--- src/rtl/prog_loader_pkg.sv ---
// Shared types and defaults for the program loader.
// The DM-clear stage is built only when PROG_LOADER_DM_CLEAR_EN is defined.
package prog_loader_pkg;

  typedef enum logic [2:0] {
    IDLE,
    COUNT,
    DATA,
    CHECK,
    ZFILL,
    CLEAR,
    DONE,
    ERR
  } state_t;

  localparam int         DEF_IM_DEPTH  = 32;
  localparam int         DEF_DM_BYTES  = 128;
  localparam logic [7:0] DEF_SYNC_BYTE = 8'hA5;

  // Address width for a memory of the given depth (at least one bit).
  function automatic int addr_w(input int depth);
    return (depth > 1) ? $clog2(depth) : 1;
  endfunction

  // Width of a counter that must be able to hold the value 'depth' itself.
  function automatic int cnt_w(input int depth);
    return $clog2(depth + 1);
  endfunction

endpackage

--- src/rtl/prog_loader_asm.sv ---
// Byte-to-word assembler: shifts bytes MSB first into a 32-bit word and
// keeps a running XOR checksum of every byte it takes.
module prog_loader_asm (
  input  logic        clk,
  input  logic        rst_n,
  input  logic        byte_valid,
  input  logic        clear,
  input  logic [7:0]  byte_in,
  output logic [31:0] word,
  output logic        word_valid,
  output logic [7:0]  csum,
  output logic        lane_last
);

  logic [1:0] lane;

  // High while the byte being offered completes the current word.
  assign lane_last = (lane == 2'd3);

  // NOTE: non-blocking assignments so every register samples pre-edge values.
  always_ff @(posedge clk or negedge rst_n) begin
    if (!rst_n) begin
      lane       <= 2'd0;
      word       <= 32'd0;
      word_valid <= 1'b0;
      csum       <= 8'd0;
    end else begin
      word_valid <= byte_valid && lane_last;
      if (clear) begin
        lane <= 2'd0;
        csum <= 8'd0;
      end else if (byte_valid) begin
        lane <= lane + 2'd1;
        word <= {word[23:0], byte_in};
        csum <= csum ^ byte_in;
      end
    end
  end

endmodule

--- src/rtl/prog_loader.sv ---
// Program loader: parses a framed byte stream into IM words, zero-fills the
// rest of IM and (with PROG_LOADER_DM_CLEAR_EN) clears DM before releasing the CPU.
module prog_loader
  import prog_loader_pkg::*;
#(
  parameter int         IM_DEPTH  = DEF_IM_DEPTH,
  parameter int         DM_BYTES  = DEF_DM_BYTES,
  parameter logic [7:0] SYNC_BYTE = DEF_SYNC_BYTE
) (
  input  logic                          clk_i,
  input  logic                          rst_i,
  input  logic [7:0]                    s_data_i,
  input  logic                          s_valid_i,
  output logic                          s_ready_o,
  output logic                          im_we_o,
  output logic [addr_w(IM_DEPTH)-1:0]   im_addr_o,
  output logic [31:0]                   im_wdata_o,
  output logic                          dm_we_o,
  output logic [addr_w(DM_BYTES)-1:0]   dm_addr_o,
  output logic [7:0]                    dm_wdata_o,
  output logic                          cpu_rst_n_o,
  output logic                          busy_o,
  output logic                          err_o,
  output logic                          done_o
);

  localparam int            AW       = addr_w(IM_DEPTH);
  localparam int            CW       = cnt_w(IM_DEPTH);
  localparam logic [CW-1:0] IDX_LAST = CW'(IM_DEPTH - 1);
  localparam logic [CW-1:0] IDX_FULL = CW'(IM_DEPTH);
  localparam logic [8:0]    N_MAX    = 9'(IM_DEPTH);

  state_t        state, state_nxt;
  logic [CW-1:0] n_words, word_idx;
  logic          take, byte_valid, asm_clear;
  logic          lane_last, word_valid, dm_last;
  logic [31:0]   word;
  logic [7:0]    csum;

  assign take       = s_valid_i && s_ready_o;
  assign byte_valid = take && (state == DATA);

  prog_loader_asm u_asm (
    .clk        (clk_i),
    .rst_n      (rst_i),
    .byte_valid (byte_valid),
    .clear      (asm_clear),
    .byte_in    (s_data_i),
    .word       (word),
    .word_valid (word_valid),
    .csum       (csum),
    .lane_last  (lane_last)
  );

`ifdef PROG_LOADER_DM_CLEAR_EN
  localparam int            DW         = addr_w(DM_BYTES);
  localparam logic [DW-1:0] DM_LAST    = DW'(DM_BYTES - 1);
  localparam state_t        ZFILL_EXIT = CLEAR;

  logic [DW-1:0] dm_cnt;

  always_ff @(posedge clk_i or negedge rst_i) begin
    if (!rst_i) begin
      dm_cnt <= '0;
    end else if (state == COUNT) begin
      dm_cnt <= '0;
    end else if (state == CLEAR && !dm_last) begin
      dm_cnt <= dm_cnt + 1'b1;
    end
  end

  assign dm_last   = (dm_cnt == DM_LAST);
  assign dm_we_o   = (state == CLEAR);
  assign dm_addr_o = dm_cnt;
`else
  localparam state_t ZFILL_EXIT = DONE;

  assign dm_last   = 1'b1;
  assign dm_we_o   = 1'b0;
  assign dm_addr_o = '0;
`endif

  assign dm_wdata_o = 8'd0;

  // NOTE: defaults first so no path through the case leaves a latch.
  always_comb begin
    state_nxt = state;
    asm_clear = 1'b0;
    case (state)
      IDLE, DONE, ERR: begin
        if (take && s_data_i == SYNC_BYTE) state_nxt = COUNT;
      end
      COUNT: begin
        if (take) begin
          if (s_data_i == 8'd0 || {1'b0, s_data_i} > N_MAX) begin
            state_nxt = ERR;
          end else begin
            state_nxt = DATA;
            asm_clear = 1'b1;
          end
        end
      end
      // The word index still equals the word being assembled on its 4th byte,
      // since the previous word's write finished at least three cycles earlier.
      DATA: begin
        if (byte_valid && lane_last && word_idx == n_words - 1'b1) state_nxt = CHECK;
      end
      CHECK: begin
        if (take) begin
          if (s_data_i != csum)         state_nxt = ERR;
          else if (n_words == IDX_FULL) state_nxt = ZFILL_EXIT;
          else                          state_nxt = ZFILL;
        end
      end
      ZFILL: begin
        if (word_idx == IDX_LAST) state_nxt = ZFILL_EXIT;
      end
      CLEAR: begin
        if (dm_last) state_nxt = DONE;
      end
      default: state_nxt = IDLE;
    endcase
  end

  always_ff @(posedge clk_i or negedge rst_i) begin
    if (!rst_i) begin
      state    <= IDLE;
      n_words  <= '0;
      word_idx <= '0;
    end else begin
      state <= state_nxt;
      if (state == COUNT && take) begin
        n_words  <= s_data_i[CW-1:0];
        word_idx <= '0;
      end else if (im_we_o && word_idx != IDX_FULL) begin
        word_idx <= word_idx + 1'b1;
      end
    end
  end

  assign s_ready_o   = !(state == ZFILL || state == CLEAR);
  assign im_we_o     = word_valid || (state == ZFILL);
  assign im_addr_o   = word_idx[AW-1:0];
  assign im_wdata_o  = word_valid ? word : 32'd0;
  assign busy_o      = state inside {COUNT, DATA, CHECK, ZFILL, CLEAR};
  assign cpu_rst_n_o = (state == DONE);
  assign done_o      = (state == DONE);
  assign err_o       = (state == ERR);

endmodule

--- config.mk ---
export PLATFORM = sky130hd
export DESIGN_NAME = prog_loader
export DESIGN_NICKNAME = d
export VERILOG_FILES = /design/src/rtl/prog_loader_pkg.sv /design/src/rtl/prog_loader_asm.sv /design/src/rtl/prog_loader.sv
export SDC_FILE = /design/constraint.sdc
export NUM_CORES = 1
export LEC_CHECK = 0
export ABC_AREA = 1
export CAP_MARGIN = 40
export CELL_PAD_IN_SITES_DETAIL_PLACEMENT = 0
export CELL_PAD_IN_SITES_GLOBAL_PLACEMENT = 1
export CORE_UTILIZATION = 33
export CTS_BUF_LIST = sky130_fd_sc_hd__clkbuf_16
export DETAILED_ROUTE_END_ITERATION = 7
export GPL_TIMING_DRIVEN = 0
export PLACE_DENSITY = 0.86
export SLEW_MARGIN = 40
export SYNTH_ARGS = -nofsm -noshare
export SYNTH_HDL_FRONTEND = slang
export SYNTH_SLANG_ARGS = --single-unit
--- constraint.sdc ---
create_clock -name clk_i -period 1.4 [get_ports clk_i]
set_input_delay 0.28 -clock clk_i [delete_from_list [all_inputs] [get_ports clk_i]]
set_output_delay 0.28 -clock clk_i [all_outputs]
set_load 0.05 [all_outputs]
After elaboration in Yosys (flattened, before gate mapping)

Index checks and enable logic that the tools add are counted.

Add/sub/neg operators: 3
$lt $le $gt $ge: 1
Eq/ne operators: 19
Multiplexer cells: 19
Bitwise gates (word level): 2
Reductions and logical operators: 19

Operator list:

| cell                | count |
|---|---|
| $mux 32             | 1 |
| $mux 3              | 6 |
| $pmux 3 s6          | 1 |
| $mux 8              | 2 |
| $eq 3x3->1 const B  | 4 |
| $mux 6              | 2 |
| $eq 8x8->1 const B  | 1 |
| $gt 8x6->1 const B  | 1 |
| $logic_not 8->1     | 1 |
| $mux 2              | 4 |
| $ne 2x2->1 const B  | 4 |
| $ne 8x8->1          | 1 |
| $xor 8x8->8         | 1 |
| $logic_and 1x1->1   | 7 |
| $add 6x1->6 const B | 1 |
| $eq 3x2->1 const B  | 2 |
| $eq 6x5->1 const B  | 1 |
| $eq 6x6->1          | 1 |
| $eq 6x6->1 const B  | 1 |
| $ne 6x6->1 const B  | 1 |
| $sub 6x1->6 const B | 1 |
| $reduce_and 5->1    | 1 |
| $reduce_bool 5->1   | 1 |
| $reduce_bool 2->1   | 2 |
| other kinds (11)    | 15 |

Flip-flop bits (word level): 58
Word-level logic and storage cells: 70

Longest topological paths before layout

Gate-level depths: netlist of the first run.

Depth after elaboration: 9
Mapped depth: 14

Cells and area by module

From an unflattened synthesis of the first run, not the netlist that was laid out.

Cells, all modules: 483
Area, all modules: 3457.1 um^2

By module, submodules not included:

| module          | times used | cells each | area each (um^2) | sequential area each (um^2) |
|---|---|---|---|---|
| prog_loader_asm | 1          | 195        | 1786.7           | 1076.0 |
| prog_loader     | 1          | 288        | 1670.4           | 375.4 |

Worst setup path before layout of the first run

Ideal clock, no wire load.

Kind: register to output
From: reg state[2]
To: out done_o
Data arrival time: 2.004 ns
Path slack: -0.884 ns
Stages on the path, launching flop included: 4
Cells stage by stage: dfrtp_1 inv_2 nor3_1 buf_4

Cells in the longest elaborated chain, start to end: 1

Ends and longest elaborated chain:

| what                   | RTL line           | text |
|---|---|---|
| start, declared        | prog_loader.sv:33  | `state_t state, state_nxt;` |
| start signal, assigned | prog_loader.sv:131 | `state <= state_nxt;` |
| $eq 3x3->1             | --                 |  |
| end, declared          | prog_loader.sv:24  | `output logic done_o` |

Every way passes these cells.

Worst setup path in the final report of the first run

From: reg state[2]
To: reg u_asm.word[30]

Cells in the longest elaborated chain, start to end: 8
Elaborated cells between the ends (all ways): 12
Classes of those cells: eq/ne: 4; mux: 2; bitwise: 1; reduce/logical: 5

Ends and longest elaborated chain:

| what                                | RTL line              | text |
|---|---|---|
| $eq 3x3->1                          | prog_loader.sv:141    | `assign s_ready_o = !(state == ZFILL \|\| state == CLEAR);` |
| $logic_or 1x1->1                    | prog_loader.sv:141    |  |
| $logic_not 1->1                     | prog_loader.sv:141    |  |
| $logic_and 1x1->1                   | prog_loader.sv:40     | `assign take = s_valid_i && s_ready_o;` |
| $mux 1                              | prog_loader.sv:94     | `if (take) begin` |
| $mux 1                              | prog_loader.sv:89     | `case (state)` |
| $not 1->1 (no source line)          | --                    |  |
| $reduce_and 2->1 (no source line) * | --                    |  |
| end signal, assigned                | prog_loader_asm.sv:34 | `word <= {word[23:0], byte_in};` |
| end, declared                       | prog_loader_asm.sv:9  | `output logic [31:0] word,` |

Mark *: on every way between the ends. The rest lies on a longest branch, timed or not.
A chain may end at the register's enable or synchronous reset.

==> results of run 1 <==
[flip-flops by register name, summed over array words and instances, names as in the netlist]
register          flops
n_words               6
state                 3
u_asm.csum            8
u_asm.lane            2
u_asm.word_valid      1
u_asm.word           32
word_idx              6
[layout make-up]
class	count	area share (%)
timing repair inverter	1	0.154
inverter	74	7.18
multi-input combinational	307	34.2
tap	133	2.93
clock inverter	7	1.78
sequential	58	25.7
buffer	33	5.49
clock buffer	9	3.97
timing repair buffer	89	18.6
[critical path: cells and delay by family, from the launching register on]
kind	cells	cell delay, ps
buf+inv	3	480
flops	1	470
simple gates	5	610
[kinds of logic (layout without fill, tap and decap cells)]
family	count (synthesis)	count (layout)
buf+inv	108	213
other cells	1	16
simple gates	242	242
flops	58	58
compound gates	31	32
fa+ha+maj	5	5
xor+xnor	12	12
[cell usage after synthesis]
master	n	area share, %
inv_2	8	0.91
nor3_1	5	0.76
xnor2_1	9	2.4
buf_4	22	5.0
nand3_1	20	3.0
nand2_1	184	21
o21ai_0	12	1.8
clkbuf_1	5	0.57
conb_1	1	0.11
ha_1	5	1.9
nor3_2	1	0.30
buf_2	7	1.1
nor2_4	2	0.69
or2_0	1	0.19
nand4_1	3	0.57
nand2_2	2	0.38
a21oi_4	1	0.49
xor2_1	3	0.80
a21oi_1	3	0.46
nor2_2	1	0.19
dfrtp_1	58	44
o22ai_1	9	1.7
o21ai_4	1	0.49
inv_1	66	7.5
nor2_1	23	2.6
o21ai_1	5	0.76
[metal layers]
metal | routed length, µm | track usage [%] | vias up
met5 | 0 | 0 | -
met4 | 220 | 7.58 | 0
met3 | 333 | 3.86 | 17
met2 | 5120 | 35.8 | 77
met1 | 3660 | 21.6 | 1516
li1 | - | - | 1590
[worst min-delay path by stage]
stage / start / end / slack, ps / cells past startpoint
2_1_floorplan: rst_i / n_words[0] / -20 / 0
3_3_place_gp: u_asm.word[28] / u_asm.word[28] / 460 / 2
3_5_place_dp: rst_i / u_asm.word[27] / 170 / 1
4_1_cts: rst_i / u_asm.word[27] / 370 / 2
5_1_grt: s_data_i[6] / u_asm.word[6] / 370 / 3
6_report: s_data_i[6] / u_asm.word[6] / 360 / 3
[report_power, final]
group	switching (mW)	internal [mW]
sequential	0.852	2.38
combinational	2.80	2.14
clock	0.824	1.57
[metrics by stage]
stage | setup WS [ps] | cells | setup TNS [ps]
2_1_floorplan | -68.2 | 472 | -158
3_3_place_gp | -1980 | 658 | -148660
3_5_place_dp | -934 | 659 | -46930
4_1_cts | -228 | 707 | -13860
5_1_grt | -378 | 711 | -21230
6_report | -273 | 711 | -16500
[timing repair]
action / CTS / global route
hold endpoints to repair: 17 / 0
endpoints found under the setup margin: 72 / 97
gates cloned: 9 / 0
pin swaps: 24 / 9
setup buffers: 23 / 4
resized for setup: 447 / 75
hold buffers: 1 / 0
==> results.ini, run 1 <==
[clock_network]
clk_pin_slew_worst_paths_ps=60
tritoncts=yes
cts.path.max_buffers=2
insertion_delay_ps=330
htree_levels=3
numCtsBuffers=9
cts_root_buf=clkbuf_16
cts.sinks=58

[sta]
period_minus_slack_ps=1670
clock_skew_ps=5.38
rsz0062_at_grt=true
layout_setup_ws_ps=-273
finalMaxSlewViolations=0
fmax_mhz=598
fin_hold_ws_ps=361
fin_crit_sh_pct=120
final_hold_viol_count=0
setup_violations=85

[yosys]
synth.avg_cell_area_um2=7.19
seq_area_frac_synth_pct=44.2
synth_fa_ha_area_share_pct=1.90
yosys.area_share.simple_pct=29.8
synthXorXnorAreaFrac_pct=3.20
synth.distinct_cells=26
synth_top_family_by_area=simple AND/OR/NAND/NOR gates
syn-cell-area_mm2=0.00329
synth_warnings=0
ys_ff_latch=58
synthCells=457
synth_compound_area_share_pct=5.75
synth.mux.area_fraction_pct=0

[placement]
port_buffers=53
placed_area_mm2=0.00423
dpl.hpwl_mm=5.55
place_congestion=0.865

[floorplan]
initial_utilization_pct=33.8
rows=36
ios=70
fp.dieArea_mm2=0.0104
dieWidth_um=102
die_y_um=102
coreArea_mm2=0.00973

[min_path]
hold_path.class=in -> reg

[grt]
grt_pass1_vias=3216
antenna_found_initial=0
grt_pass1_wl_mm=15.2
grt_max_degree=42
grt_overflow=0
grt_usage_pct=19.3

[critical_path]
cp-start-kind=register
worstPathRequired_ps=1620
worstPathMaxFanout=6
cp_cell_sequence=buf_6 > nor2_4 > nand2_2 > nor2_4 > clkinv_4 > buf_8 > nand2_4 > nand2_2
r2r_start=state[2]
r2r-end=u_asm.word[30]
slowest_delay_ps=470
regToRegSetupSlack_ps=-270
slowest_stage=dfrtp_2
crit_arrival_ps=1890
worstSetupPathType=reg -> reg
cp-endpoint=u_asm.word[30]
r2r_cells=8
cp-end-kind=register
critPathLaunch=state[2]

[final_layout]
layout_commonest_cell=nand2_1
fillers=854
final_cell_mix=nand2_1, buf_4, dfrtp_1
num_antenna_cells=0
multi_input_comb_area_mm2=0.00194
fin_util_pct=58.4
fin_nets=589
drive_gt1_share_pct=46.9
area_delta_synth_final_pct=72.8
final_area_mm2=0.00568
ff_latch_area_mm2=0.00146

[status]
status=complete, but fails checks
violations=setup timing

[detailed_routing]
drtAntennaViolNets=0
detail_route.iter0.violations=99
routed_wl_mm=9.33
via_per_inst=4.50
drc=0
drt-wirelength-per-cell_um=13.1
dr.pass1.iters=4
vias=3200

[power]
total_power_mw=10.6
max-vdd-ir-drop_v=0.000852
power_density_mw_per_mm2=1860
p_leak_nw=3.01

[flow_run]
maxCapViolCount=0

Power figures use the tool's default switching activity.
==> run 2, diff against run 1 <==
--- a/config.mk
+++ b/config.mk
@@ -13,7 +13,9 @@
 export CTS_BUF_LIST = sky130_fd_sc_hd__clkbuf_16
 export DETAILED_ROUTE_END_ITERATION = 7
 export GPL_TIMING_DRIVEN = 0
+export HOLD_SLACK_MARGIN = 0.15
 export PLACE_DENSITY = 0.86
+export REMOVE_ABC_BUFFERS = 1
 export SLEW_MARGIN = 40
 export SYNTH_ARGS = -nofsm -noshare
 export SYNTH_HDL_FRONTEND = slang
==> run 2 against run 1 <==
The flow still finishes with violations (setup timing). Global-route usage decreased by 3.3 points. Worst setup slack improved by 22 ps. Routed wire length increased by 0.58%. Die area unchanged. Design area decreased by 4.8%. First-iteration DRC count decreased by 31%. Cell count decreased by 3.5%. Flip-flop and latch count unchanged. Clock skew decreased by 0.67 ps. Core utilization decreased by 2.8 points.
==> results.ini, run 2 (same netlist as run 1, synthesis figures left out) <==
[grt]
grt_usage_pct=16.1  ; -3.3 points
grt_pass1_wl_mm=12.8  ; -16%
grt_overflow=0  ; unchanged
grt_pass1_vias=2685  ; -17%
antenna_found_initial=0  ; unchanged
grt_max_degree=31  ; -26%

[critical_path]
worstPathRequired_ps=1610  ; about the same
path_buf_inv=4  ; +1
worstSetupPathType=reg -> reg
crit_top_cell=buf_12
worstPathMaxFanout=6  ; unchanged
slowest_stage=dfrtp_2
cp-start-kind=register
slowest_delay_ps=470  ; about the same
cp_top_family=buffers and inverters
cp_cell_sequence=nor2_4 > buf_12 > nand2_4 > nor2_4 > buf_12 > buf_12 > clkinv_8 > nand2_1 > nand2_1
crit_arrival_ps=1870  ; -20 ps
cp-end-kind=register

[clock_network]
tritoncts=yes
insertion_delay_ps=320  ; about the same
htree_levels=3  ; unchanged
cts_root_buf=clkbuf_16
cts.sinks=58  ; unchanged
clk_pin_slew_worst_paths_ps=50  ; about the same
numCtsBuffers=9  ; unchanged
cts.path.max_buffers=2  ; unchanged

[power]
clock_power_share_pct=20.6  ; -2.1 points
max-vdd-ir-drop_v=0.00162  ; +91%
internal-power_mw=5.90  ; -3.2%
swShare_pct=43.8  ; +1.5 points
p_leak_nw=3.13  ; +3.8%
p_seq_share_pct=31.0  ; +0.4 points
power_density_mw_per_mm2=1940  ; +4.4%
combPwrFrac_pct=48.4  ; +1.7 points
p_sw_mw=4.60  ; +2.7%

[sta]
layout_setup_ws_ps=-251  ; +22.0 ps
fin_hold_ws_ps=349  ; -11.5 ps
finalMaxSlewViolations=0  ; unchanged
fin_crit_sh_pct=118  ; -1.6 points
rsz0062_at_grt=true
setup_violations=88  ; +3.5%
final_hold_viol_count=0  ; unchanged
clock_skew_ps=4.71  ; -0.674 ps
period_minus_slack_ps=1650  ; -22.0 ps
fmax_mhz=606  ; +1.3%

[final_layout]
fin_nets=564  ; -4.2%
drive_gt1_share_pct=46.3  ; -0.59 points
finalNonFillerCells=686  ; -3.5%
fin_util_pct=55.6  ; -2.8 points
num_antenna_cells=0  ; unchanged
largest_reg_flops=32  ; unchanged
reg_top3=u_asm.word: 32 flops, u_asm.csum: 8 flops
top_register=u_asm.word
final_cell_mix=nand2_1, dfrtp_1, nand2_4
area_delta_synth_final_pct=64.4
layout_commonest_cell=nand2_1
final_area_mm2=0.00541  ; -4.8%
fillers=871  ; +2.0%

[placement]
port_buffers=53  ; unchanged
dpl.hpwl_mm=4.73  ; -15%
placed_area_mm2=0.00384  ; -9.1%
place_congestion=0.886  ; +2.4%
dp.cells=625  ; -5.2%

[floorplan]
ios=70  ; unchanged
die_y_um=102  ; unchanged
fp.dieArea_mm2=0.0104  ; unchanged
initial_utilization_pct=33.8  ; unchanged
rows=36  ; unchanged
dieWidth_um=102  ; unchanged
coreArea_mm2=0.00973  ; unchanged

[detailed_routing]
vias=3112  ; -2.8%
dr.pass1.iters=4  ; unchanged
met2_length_mm=4.83  ; -5.6%
drc=0  ; unchanged
detail_route.iter0.violations=68  ; -31%
drtAntennaViolNets=0  ; unchanged
wl_met3_um=338  ; +1.5%
routed_wl_mm=9.38  ; +0.58%
wl_met1_mm=3.98  ; +8.9%
top_layer_used=met4
drt-wirelength-per-cell_um=13.7  ; +4.2%
via_per_inst=4.54  ; +0.79%

[min_path]
hold_path.class=in -> reg

[status]
status=complete, but fails checks
violations=setup timing

[flow_run]
maxCapViolCount=0  ; unchanged

==> run 2: power groups by stage <==
| stage | registers, mW | logic, mW | clock network [mW] |
|---|---|---|---|
| global placement | 2.94 | 3.07 | 0 |
| CTS | 2.94 | 3.82 | 2.20 |
| global route | 3.34 | 5.51 | 2.28 |
| detailed placement | 2.96 | 3.14 | 0 |
| floorplan | 2.94 | 2.33 | 0 |
| finish | 3.25 | 5.08 | 2.16 |
==> run 2: stage by stage <==
stage | setup slack [ps] | TNS, ps | power [mW]
final | -251 | -15980 | 10.5
after global routing | -381 | -19900 | 11.1
after CTS | -213 | -8780 | 8.96
after detailed placement | -1330 | -74660 | 6.10
after global placement | -1810 | -190810 | 6.00
after floorplan | -1440 | -22160 | 5.27
==> run 2: worst register-to-register path: stages, from the launching register on <==
cell and delay [ps]:
dfrtp_2 470, nor2_4 220, buf_12 130, nand2_4 60, nor2_4 120, buf_12 160
buf_12 180, clkinv_8 80, nand2_1 70, nand2_1 50
==> run 2: final timing paths <==
| path | slack [ps] | cells past startpoint | endpoint | start |
|---|---|---|---|---|
| setup / recovery | -250 | 9 | u_asm.word[21] | state[2] |
| hold / removal | 350 | 3 | u_asm.word[3] | s_data_i[3] |
| setup reg to reg | -250 | 9 | u_asm.word[21] | state[2] |
| hold reg to reg | 490 | 1 | u_asm.lane[0] | u_asm.lane[0] |
| max in group asynchronous | 450 | 3 | u_asm.word_valid | rst_i |
| min in group asynchronous | 440 | 2 | u_asm.word[27] | rst_i |
==> run 2: what timing repair did <==
action                                  4_1_cts  5_1_grt
cloned                                        3        6
hold buffers                                  1        0
hold endpoints to repair                     28        0
buffers inserted                             19       17
resized for setup                           333      218
pin swaps                                    13       26
endpoints found under the setup margin       95       95
==> run 2: final cells by class <==
type / instances / area [µm²] / share of cell area, %
Inverter: 74 / 308 / 5.69
Timing Repair inverter: 5 / 67.6 / 1.25
Clock buffer: 9 / 225 / 4.17
Multi-Input combinational cell: 307 / 1990 / 36.8
Sequential cell: 58 / 1460 / 27.0
Timing Repair Buffer: 93 / 1120 / 20.8
Tap cell: 133 / 166 / 3.08
Clock inverter: 7 / 70.1 / 1.30
==> run 2: per-layer routing <==
metal	up-vias	GRT usage, %
met1	1498	21.1
li1	1525	-
met4	0	5.46
met3	21	4.07
met5	-	0
met2	68	25.7
==> run 3, diff against run 2 <==
--- a/config.mk
+++ b/config.mk
@@ -9,12 +9,12 @@
 export CAP_MARGIN = 40
 export CELL_PAD_IN_SITES_DETAIL_PLACEMENT = 0
 export CELL_PAD_IN_SITES_GLOBAL_PLACEMENT = 1
-export CORE_UTILIZATION = 33
-export CTS_BUF_LIST = sky130_fd_sc_hd__clkbuf_16
+export CORE_UTILIZATION = 34
+export CTS_BUF_LIST = sky130_fd_sc_hd__clkbuf_8
 export DETAILED_ROUTE_END_ITERATION = 7
 export GPL_TIMING_DRIVEN = 0
 export HOLD_SLACK_MARGIN = 0.15
-export PLACE_DENSITY = 0.86
+export PLACE_DENSITY = 0.87
 export REMOVE_ABC_BUFFERS = 1
 export SLEW_MARGIN = 40
 export SYNTH_ARGS = -nofsm -noshare
==> run 3 against run 2 <==
Largest cell class unchanged. Worst setup slack lost 1.6 ps. Worst hold slack lost 35 ps. Critical path depth shrank 5. First-iteration DRC count grew 38%. Critical endpoint is now im_we_o. The run still ends with setup timing left. Via count grew 0.13%. Non-clock buffer count shrank 6. Register-to-register slack gained 90 ps. Critical path type is now reg -> out.
==> results.ini, run 3 (same netlist as run 1, synthesis figures left out) <==
[status]
status=complete, but fails checks
violations=setup timing

[clock_network]
htree_levels=3  ; unchanged
cts_root_buf=clkbuf_8
tritoncts=yes
clk_pin_slew_worst_paths_ps=80  ; +30 ps
cts.path.max_buffers=2  ; unchanged
numCtsBuffers=9  ; unchanged
insertion_delay_ps=340  ; +20 ps
cts.sinks=58  ; unchanged

[sta]
final_hold_viol_count=0  ; unchanged
fin_crit_sh_pct=118  ; about the same
setup_violations=83  ; -5.7%
layout_setup_ws_ps=-253  ; -1.57 ps
fmax_mhz=605  ; about the same
clock_skew_ps=11.8  ; +7.08 ps
period_minus_slack_ps=1650  ; +1.57 ps
finalMaxSlewViolations=0  ; unchanged
rsz0062_at_grt=true

[detailed_routing]
detail_route.iter0.violations=94  ; +38%
dr.pass1.iters=4  ; unchanged
via_per_inst=4.62  ; +1.8%
drtAntennaViolNets=0  ; unchanged
drc=0  ; unchanged
routed_wl_mm=8.97  ; -4.4%
drt-wirelength-per-cell_um=13.3  ; -2.8%
vias=3116  ; +0.13%

[floorplan]
dieWidth_um=100  ; -1.5%
die_y_um=100  ; -1.5%
coreArea_mm2=0.00928  ; -4.6%
initial_utilization_pct=35.4  ; +1.6 points
ios=70  ; unchanged
fp.dieArea_mm2=0.0101  ; -2.9%
rows=35  ; -2.8%

[power]
power_density_mw_per_mm2=1840  ; -5.5%
p_leak_nw=3.02  ; -3.5%
total_power_mw=9.43  ; -10%
max-vdd-ir-drop_v=0.00102  ; -37%

[flow_run]
maxCapViolCount=0  ; unchanged

[critical_path]
r2r-end=u_asm.lane[0]
r2r_start=state[1]
cp-endpoint=im_we_o
crit_arrival_ps=1370  ; -500 ps
critPathLaunch=state[0]
cp-end-kind=primary output
cp-start-kind=register
worstPathMaxFanout=5  ; -1
worstSetupPathType=reg -> out
worstPathRequired_ps=1120  ; -490 ps
r2r_cells=9  ; unchanged
regToRegSetupSlack_ps=-160  ; +90 ps

[final_layout]
fin_util_pct=55.4  ; -0.21 points
top_register=u_asm.word
layout_commonest_cell=nand2_1
area_delta_synth_final_pct=56.3
largest_reg_flops=32  ; unchanged
drive_gt1_share_pct=43.0  ; -3.3 points
fillers=841  ; -3.4%
reg_top3=u_asm.word: 32 flops, u_asm.csum: 8 flops
fin_nets=557  ; -1.2%
final_cell_mix=nand2_1, dfrtp_1, inv_2
num_antenna_cells=0  ; unchanged

[grt]
grt_max_degree=31  ; unchanged
grt_pass1_vias=2680  ; -0.19%
grt_usage_pct=16.8  ; +0.79 points
antenna_found_initial=0  ; unchanged
grt_pass1_wl_mm=13.1  ; +2.5%
grt_overflow=0  ; unchanged

[placement]
place_congestion=0.846  ; -4.5%
port_buffers=53  ; unchanged
dpl.hpwl_mm=4.88  ; +3.2%

[min_path]
hold_path.class=in -> reg

run 3: cell count changes in the layout (fill, tap and decap cells not counted), moves of 4 or more:
cell       change
buf_2          -4
nand2_4       -12
o22ai_1        +5
clkbuf_8      +11
clkbuf_16      -8
nand2_1        +9
o22ai_2        -5
run 3: how the worst min path moves through the flow:
stage	start	to	slack [ps]	cells past startpoint
after global routing	s_data_i[1]	u_asm.word[1]	310	3
final	s_data_i[1]	u_asm.word[1]	310	3
after floorplan	rst_i	n_words[0]	-20	0
after CTS	rst_i	u_asm.word[26]	420	2
after detailed placement	rst_i	u_asm.word[26]	240	1
after global placement	u_asm.word[29]	u_asm.word[29]	450	2
run 3: worst max-delay path, cell delays in order (launching register included):
cell and delay (ps):
dfrtp_2 480, inv_4 100, nand3_1 140, nand2_2 140, buf_6 170
run 3: repair_timing:
item	in CTS	in global routing
endpoints found under the setup margin	95	92
cloned	3	5
setup buffers	20	9
hold buffers	1	0
pin swaps	16	18
hold endpoints to repair	28	0
resized for setup	341	184
run 3: final cells by class:
type	count	area, µm²	share of cell area, %
multi-input cells	308	1880	36.5
flip-flops and latches	58	1460	28.4
repair buffers	87	1080	20.9
inverters	74	319	6.21
well taps	129	161	3.14
clock buffers	11	151	2.95
clock inverters	5	53.8	1.05
repair inverters	3	38.8	0.755
run 3: through the flow:
stage | TNS (ps) | setup WS (ps) | instances | area [µm²] | hold slack (ps)
4_1_cts | -8440 | -194 | 661 | 4430 | 419
5_1_grt | -15980 | -317 | 675 | 5140 | 310
2_1_floorplan | -22160 | -1440 | 438 | 3120 | -15.6
6_report | -11640 | -253 | 675 | 5140 | 315
3_3_place_gp | -187000 | -1800 | 620 | 3820 | 454
3_5_place_dp | -73080 | -1270 | 621 | 3830 | 238
run 3: metal layers:
layer	up-vias	track usage [%]	routed length (µm)
met3	18	4.25	366
met4	0	4.79	159
met1	1513	22.1	3840
li1	1513	-	-
met5	-	0	0
met2	72	27.6	4610
run 3: where the power goes:
part           leakage (nW)  switching (mW)  internal, mW
logic                  2.18            2.70          1.92
registers             0.738           0.830          2.37
clock network         0.103           0.696         0.909
total                  3.02            4.23          5.20
